**config.mk**
```make
export PLATFORM = sky130hd
export DESIGN_NAME = gpio_cmd_ctrl_v5_flat
export DESIGN_NICKNAME = d
export VERILOG_FILES = /design/src/rtl/gpio_cmd_ctrl_v5_if.sv /design/src/rtl/gpio_cmd_ctrl_v5.sv /design/src/flat_wrapper.sv
export SDC_FILE = /design/constraint.sdc
export NUM_CORES = 1
export LEC_CHECK = 0
export ABC_AREA = 1
export CAP_MARGIN = 15
export CORE_ASPECT_RATIO = 0.7
export CORE_MARGIN = 10
export CORE_UTILIZATION = 30
export CTS_CLUSTER_SIZE = 8
export DETAILED_ROUTE_END_ITERATION = 8
export PLACE_DENSITY_LB_ADDON = 0.12
export SKIP_LAST_GASP = 1
export SLEW_MARGIN = 20
export SYNTH_ARGS = -nofsm -noshare
export SYNTH_HDL_FRONTEND = slang
export SYNTH_SLANG_ARGS = --single-unit
```
**constraint.sdc**
```tcl
create_clock -name sys_clk -period 4.1 [get_ports sys_clk]
set_input_delay 0.82 -clock sys_clk [delete_from_list [all_inputs] [get_ports sys_clk]]
set_output_delay 0.82 -clock sys_clk [all_outputs]
set_load 0.02 [all_outputs]
```
**src/rtl/gpio_cmd_ctrl_v5_if.sv**
```systemverilog
// rtl/gpio_cmd_ctrl_v5_if.sv - PS-side bus bundle for the GPIO command decoder
interface gpio_cmd_ctrl_v5_if #(
  parameter int NCH   = 2,
  parameter int LVL_W = 14,
  parameter int CNT_W = 16
);
  logic [31:0]            SELECT_in;
  logic [31:0]            DATA_in0;
  logic [CNT_W-1:0]       DATAcnt_in0;
  logic                   full;
  logic [31:0]            GPIO_out;
  logic                   _RESET_out;
  logic                   DATAread_out0;
  logic                   WRITE_EN_out;
  logic [NCH*2*LVL_W-1:0] TRGLEVEL_out;
  logic [3:0]             ADC_clk_div;
  logic [3:0]             MCS_clk_div;
  logic [11:0]            shape_conf;

  modport master (
    output SELECT_in, DATA_in0, DATAcnt_in0, full,
    input  GPIO_out, _RESET_out, DATAread_out0, WRITE_EN_out,
           TRGLEVEL_out, ADC_clk_div, MCS_clk_div, shape_conf
  );

  modport slave (
    input  SELECT_in, DATA_in0, DATAcnt_in0, full,
    output GPIO_out, _RESET_out, DATAread_out0, WRITE_EN_out,
           TRGLEVEL_out, ADC_clk_div, MCS_clk_div, shape_conf
  );
endinterface

```
**src/rtl/gpio_cmd_ctrl_v5.sv**
```systemverilog
// rtl/gpio_cmd_ctrl_v5.sv - PS-GPIO command decoder with run FSM, sticky flags and seq counter
module gpio_cmd_ctrl_v5 #(
  parameter int NCH     = 2,
  parameter int LVL_W   = 14,
  parameter int CNT_W   = 16,
  parameter int RST_LEN = 4
) (
  input  logic              sys_clk,
  input  logic              _RESET_in,
  gpio_cmd_ctrl_v5_if.slave bus
);
  typedef enum logic [1:0] {IDLE = 2'b00, RUN = 2'b01, STOP = 2'b10} state_t;

  localparam int RW = $clog2(RST_LEN + 1);
  localparam int TW = NCH * 2 * LVL_W;

  state_t            state, state_d;
  logic [RW-1:0]     rst_cnt, rst_cnt_d;
  logic              rst_low;
  logic [11:0]       sel_q, armed, edges;
  logic [3:0]        ch_idx;
  logic [LVL_W-1:0]  lvl_data;
  logic              start_ok, stop_ok, conflict, idx_bad, lvl_req, lvl_ok;
  logic              cnt_zero, rd_ok, err_ev, uf_ev, accepted;
  logic              rd_q, err_q, uf_q;
  logic [7:0]        seq_q;
  logic [TW-1:0]     trg_q;
  logic [3:0]        adc_q, mcs_q;
  logic [11:0]       shape_q;
  logic [15:0]       cnt_ext;
  logic [31:0]       status;
  logic              unused_bits;

  // A bit must be sampled low since reset before its rise counts, so a level
  // held across reset release never fires.
  assign edges    = bus.SELECT_in[11:0] & ~sel_q & armed;
  assign ch_idx   = bus.SELECT_in[15:12];
  assign lvl_data = bus.SELECT_in[16 +: LVL_W];
  assign cnt_zero = (bus.DATAcnt_in0 == '0);

  assign conflict = edges[0] & edges[3];
  assign start_ok = edges[0] & ~edges[3];
  assign stop_ok  = edges[3] & ~edges[0];
  assign idx_bad  = ({28'd0, ch_idx} >= 32'(NCH));
  assign lvl_req  = edges[4] | edges[5];
  assign lvl_ok   = lvl_req & ~idx_bad;
  assign rd_ok    = edges[2] & ~cnt_zero;
  assign uf_ev    = edges[2] & cnt_zero;
  assign err_ev   = conflict | (lvl_req & idx_bad);
  assign accepted = start_ok | stop_ok | rd_ok | lvl_ok | edges[8] | edges[9] | edges[10];

  always_comb begin
    state_d   = state;
    rst_cnt_d = rst_cnt;
    if (rst_cnt != '0) rst_cnt_d = rst_cnt - RW'(1);
    if (start_ok) begin
      state_d   = RUN;
      rst_cnt_d = RW'(RST_LEN);
    end else if (stop_ok) begin
      state_d = STOP;
    end
  end

  always_ff @(posedge sys_clk or negedge _RESET_in) begin
    if (!_RESET_in) begin
      state   <= IDLE;
      rst_cnt <= '0;
      rst_low <= 1'b0;
      sel_q   <= '0;
      armed   <= '0;
    end else begin
      state   <= state_d;
      rst_cnt <= rst_cnt_d;
      rst_low <= (rst_cnt_d != '0);
      sel_q   <= bus.SELECT_in[11:0];
      armed   <= armed | ~bus.SELECT_in[11:0];
    end
  end

  always_ff @(posedge sys_clk or negedge _RESET_in) begin
    if (!_RESET_in) begin
      rd_q    <= 1'b0;
      err_q   <= 1'b0;
      uf_q    <= 1'b0;
      seq_q   <= '0;
      trg_q   <= '0;
      adc_q   <= '0;
      mcs_q   <= '0;
      shape_q <= '0;
    end else begin
      rd_q  <= rd_ok;
      // Clear is overridden by an error raised in the same cycle.
      err_q <= err_ev | (err_q & ~edges[10]);
      uf_q  <= uf_ev | (uf_q & ~edges[10]);
      if (accepted) seq_q <= seq_q + 8'd1;
      if (lvl_ok) begin
        for (int k = 0; k < NCH; k++) begin
          if (ch_idx == 4'(k)) begin
            if (edges[4]) trg_q[(2*k+1)*LVL_W +: LVL_W] <= lvl_data;
            if (edges[5]) trg_q[(2*k)*LVL_W +: LVL_W]   <= lvl_data;
          end
        end
      end
      if (edges[8]) begin
        adc_q <= bus.SELECT_in[19:16];
        mcs_q <= bus.SELECT_in[23:20];
      end
      if (edges[9]) shape_q <= bus.SELECT_in[27:16];
    end
  end

  always_comb begin
    cnt_ext              = '0;
    cnt_ext[CNT_W-1:0]   = bus.DATAcnt_in0;
  end

  assign status = {seq_q, 3'b000, uf_q, err_q, state, bus.full, cnt_ext};

  assign bus.GPIO_out      = bus.SELECT_in[1] ? status : bus.DATA_in0;
  assign bus._RESET_out    = ~rst_low;
  assign bus.DATAread_out0 = rd_q;
  assign bus.WRITE_EN_out  = (state == RUN);
  assign bus.TRGLEVEL_out  = trg_q;
  assign bus.ADC_clk_div   = adc_q;
  assign bus.MCS_clk_div   = mcs_q;
  assign bus.shape_conf    = shape_q;

  assign unused_bits = ^{bus.SELECT_in[31:28], edges[11], edges[7:6], edges[1]};
endmodule

```
**src/flat_wrapper.sv**
```systemverilog
// flat-port wrapper written by rule: the top's interface ports become plain ports
module gpio_cmd_ctrl_v5_flat 
#(
  parameter int NCH     = 2,
  parameter int LVL_W   = 14,
  parameter int CNT_W   = 16,
  parameter int RST_LEN = 4
)
  (sys_clk, _RESET_in, bus_SELECT_in, bus_DATA_in0, bus_DATAcnt_in0, bus_full, bus_GPIO_out, bus__RESET_out, bus_DATAread_out0, bus_WRITE_EN_out, bus_TRGLEVEL_out, bus_ADC_clk_div, bus_MCS_clk_div, bus_shape_conf);
  gpio_cmd_ctrl_v5_if #(.NCH(NCH), .LVL_W(LVL_W), .CNT_W(CNT_W)) bus_i ();
  input  logic sys_clk;
  input  logic _RESET_in;
  input wire logic [$bits(bus_i.SELECT_in)-1:0] bus_SELECT_in;
  input wire logic [$bits(bus_i.DATA_in0)-1:0] bus_DATA_in0;
  input wire logic [$bits(bus_i.DATAcnt_in0)-1:0] bus_DATAcnt_in0;
  input wire logic [$bits(bus_i.full)-1:0] bus_full;
  output wire logic [$bits(bus_i.GPIO_out)-1:0] bus_GPIO_out;
  output wire logic [$bits(bus_i._RESET_out)-1:0] bus__RESET_out;
  output wire logic [$bits(bus_i.DATAread_out0)-1:0] bus_DATAread_out0;
  output wire logic [$bits(bus_i.WRITE_EN_out)-1:0] bus_WRITE_EN_out;
  output wire logic [$bits(bus_i.TRGLEVEL_out)-1:0] bus_TRGLEVEL_out;
  output wire logic [$bits(bus_i.ADC_clk_div)-1:0] bus_ADC_clk_div;
  output wire logic [$bits(bus_i.MCS_clk_div)-1:0] bus_MCS_clk_div;
  output wire logic [$bits(bus_i.shape_conf)-1:0] bus_shape_conf;
  assign bus_i.SELECT_in = bus_SELECT_in;
  assign bus_i.DATA_in0 = bus_DATA_in0;
  assign bus_i.DATAcnt_in0 = bus_DATAcnt_in0;
  assign bus_i.full = bus_full;
  assign bus_GPIO_out = bus_i.GPIO_out;
  assign bus__RESET_out = bus_i._RESET_out;
  assign bus_DATAread_out0 = bus_i.DATAread_out0;
  assign bus_WRITE_EN_out = bus_i.WRITE_EN_out;
  assign bus_TRGLEVEL_out = bus_i.TRGLEVEL_out;
  assign bus_ADC_clk_div = bus_i.ADC_clk_div;
  assign bus_MCS_clk_div = bus_i.MCS_clk_div;
  assign bus_shape_conf = bus_i.shape_conf;
  gpio_cmd_ctrl_v5 #(.NCH(NCH), .LVL_W(LVL_W), .CNT_W(CNT_W), .RST_LEN(RST_LEN)) u_core (.sys_clk(sys_clk), ._RESET_in(_RESET_in), .bus(bus_i));
endmodule
```
==> results.sh <==
export IMPL_finalWirelength_um=14000
export IMPL_grt_overflow=0
export IMPL_drt_initial_drc_count=245
export IMPL_rsz0062_at_grt="no"
export IMPL_maxCapViolCount=0
export IMPL_fillerInstances=1484
export IMPL_insertion_delay_ns=0.35
export IMPL_area_growth_pct=50.6
export IMPL_root_buffer="clkbuf_16"
export IMPL_vias_per_cell=4.40
export IMPL_wire_per_inst_um=16.0
export IMPL_min_period_over_period=0.833
export IMPL_setup_viol=0
export IMPL_netlist_area_leader_share=0.581
export IMPL_start_kind="input port"
export IMPL_layout_drive_gt1_share=0.113
export IMPL_post_cts_buffers=0
export IMPL_worst_setup_path_end_kind="output pin"
export IMPL_critPathMaxFanout=39
export IMPL_synth_seq_cells=109
export IMPL_die_x_um=169
export IMPL_io_pins=194
export IMPL_arrival_ns=2.60
export IMPL_hold_viol=0
export IMPL_r2r_end="u_core.seq_q[6]$_DFFE_PN0P_"
export IMPL_cts_max_level=3
export IMPL_clock_sinks=109
export IMPL_timing_rr_start="u_core.sel_q[3]$_DFF_PN0_"
export IMPL_numCtsBuffers=9
export IMPL_grt_pass1_vias=4156
export IMPL_vdd_drop_max_uv=172
export IMPL_synth_top_area_cell="dfrtp_1"
export IMPL_ys_types=25
export IMPL_slew_limit_headroom=0.442
export IMPL_hp_start="u_core.armed[3]$_DFF_PN0_"
export IMPL_crit_type="in2out"
export IMPL_cts_resized=0
export IMPL_die_h_um=125
export IMPL_die_area_um2=21100
export IMPL_hold_path_end="u_core.armed[3]$_DFF_PN0_"
export IMPL_finalSetupTns_ns=0
export IMPL_clk_pin_slew_ns=0.07
export IMPL_ant_nets=0
export IMPL_syn_avg_cell_area_um2=9.78
export IMPL_dpl_hpwl_um=10900
export IMPL_min_period_ns=3.42
export IMPL_seqCellArea_um2=2730
export IMPL_clockBufferDepth=2
export IMPL_place_gp_congestion=0.774
export IMPL_core_area_um2=15400
export IMPL_r2r_cells=10
export IMPL_syn_num_nets=569
export IMPL_start_util=0.305
export IMPL_p_per_area_nw_per_um2=458
export IMPL_synthTopCellsByArea="dfrtp_1 (58%), nand2_1 (9.6%), o21ai_0 (5.3%)"
export IMPL_synth_seq_area_share=0.581
export IMPL_vias=3838
export IMPL_fin_cells=872
export IMPL_status="finished, final reports clean"
export IMPL_drc_errors=0
export IMPL_grt_pass1_wl_um=22800
export IMPL_hold_class="reg2reg"
export IMPL_finalNetCount=756
export IMPL_worstMarginPinSlew_ns=0.837
export IMPL_antenna_cells=0
export IMPL_worstPathRequired_ns=3.28
export IMPL_finalPower_mw=3.24
export IMPL_multi_input_area_um2=1670
export IMPL_hold_buffers=0
export IMPL_synth_warnings=0
export IMPL_cts_tree="built"
export IMPL_cp_startpoint="bus_SELECT_in[1]"
export IMPL_clock_skew_final_ns=0.0142
export IMPL_maxSlewViolCount=0
export IMPL_syn_inst=480
export IMPL_r2r_slack_ns=1.95
export IMPL_hold_depth=2
export IMPL_timing_fmax_mhz=293
export IMPL_grt_max_degree=66
export IMPL_portBuffers=188
export IMPL_syn_cell_area_um2=4690
export IMPL_grt_usage=0.132
export IMPL_antenna_found_initial=0
export IMPL_p_leak_nw=3.23
export IMPL_drt_first_pass_iters=4
export IMPL_row_count=38
export IMPL_placedCellCount=856
export IMPL_post_route_util=0.459
report_power, final:
group	internal [mW]	switching, mW	leakage, nW
clock network	0.491	0.412	0.152
logic	0.465	0.513	1.72
registers	1.24	0.115	1.36
synthesized netlist by cell type:
cell	instances
a21oi_1	10
a21oi_4	1
buf_2	5
buf_6	4
clkbuf_1	6
dfrtp_1	109
ha_1	6
inv_1	53
mux2_2	22
nand2_1	120
nand2_2	3
nand3_1	12
nand3_2	4
nand3_4	2
nand4_1	1
nor2_1	33
nor2_2	2
nor3_1	1
o21ai_0	50
o21ai_1	7
o21ai_2	21
o21bai_1	1
or2_2	1
or3_1	1
xor2_1	5
worst max-delay path, stage by stage:
cell	delay, ns
clkdlybuf4s50_1	0.45
buf_4	0.37
mux2_2	0.39
clkdlybuf4s50_1	0.56
registers in the layout (all words and copies together) (netlist names):
name / cells
u_core.sel_q: 8
u_core.armed: 8
u_core.bus.shape_conf: 12
u_core.bus.MCS_clk_div: 4
u_core.seq_q: 8
u_core.rst_low: 1
u_core.err_q: 1
u_core.state: 2
u_core.bus.DATAread_out0: 1
u_core.bus.TRGLEVEL_out: 56
u_core.bus.ADC_clk_div: 4
u_core.rst_cnt: 3
u_core.uf_q: 1
through the flow:
step	hold slack [ns]	worst slack (ns)	instance area [um2]
5_1_grt	0.475	0.592	7070
4_1_cts	0.458	0.671	7070
6_report	0.451	0.684	7070
3_5_place_dp	0.440	0.675	6750
3_3_place_gp	0.428	0.690	6750
2_1_floorplan	0.414	1.71	4690
kinds of logic after synthesis:
| family | synth area share |
|---|---|
| buffers and inverters | 0.0621 |
| AO/OA/AOI/OAI | 0.116 |
| adder cells (fa/ha/maj) | 0.0160 |
| flip-flops | 0.581 |
| multiplexers | 0.0528 |
| XOR/XNOR | 0.00933 |
| AND/OR/NAND/NOR | 0.163 |
layout by cell type, fill, tap and decap left out:
master and n:
clkdlybuf4s50_1 187, nand2_1 120, dfrtp_1 109, inv_1 53, o21ai_0 50, nor2_1 33
mux2_2 22, o21ai_2 21, nand3_1 12, a21oi_1 10, clkbuf_16 9, o21ai_1 7
ha_1 6, xor2_1 5, nand3_2 4, buf_4 4, nand2_2 3, inv_8 3
nor2_2 2, nand3_4 2, inv_6 2, nor3_1 1, or2_2 1, or3_1 1
a21oi_4 1, nand4_1 1, o21bai_1 1, bufinv_16 1, clkinvlp_4 1
area by class of cell:
type,count,share of cell area
clock buffers,9,0.0319
inverters,53,0.0282
flip-flops and latches,109,0.386
repair buffers,191,0.269
well taps,200,0.0354
multi-input cells,303,0.237
clock inverters,7,0.0126
worst max path at each step:
stage | end | slack, ns | cells past startpoint
floorplan | bus_GPIO_out[27] | 1.71 | 3
global placement | bus_GPIO_out[10] | 0.69 | 4
detailed placement | bus_GPIO_out[5] | 0.67 | 4
CTS | bus_GPIO_out[5] | 0.67 | 4
global route | bus_GPIO_out[12] | 0.59 | 4
finish | bus_GPIO_out[11] | 0.68 | 4
metal layers:
| metal | up-vias | wire (um) | track usage | part of all wire |
|---|---|---|---|---|
| li1 | 1905 | - | - | - |
| met1 | 1809 | 5880 | 0.159 | 0.42 |
| met2 | 116 | 6700 | 0.213 | 0.48 |
| met3 | 8 | 1310 | 0.0583 | 0.093 |
| met4 | 0 | 107 | 0.0304 | 0.0076 |
| met5 | - | 0 | 0 | 0 |
No activity file was read; power rests on OpenSTA's default activity.
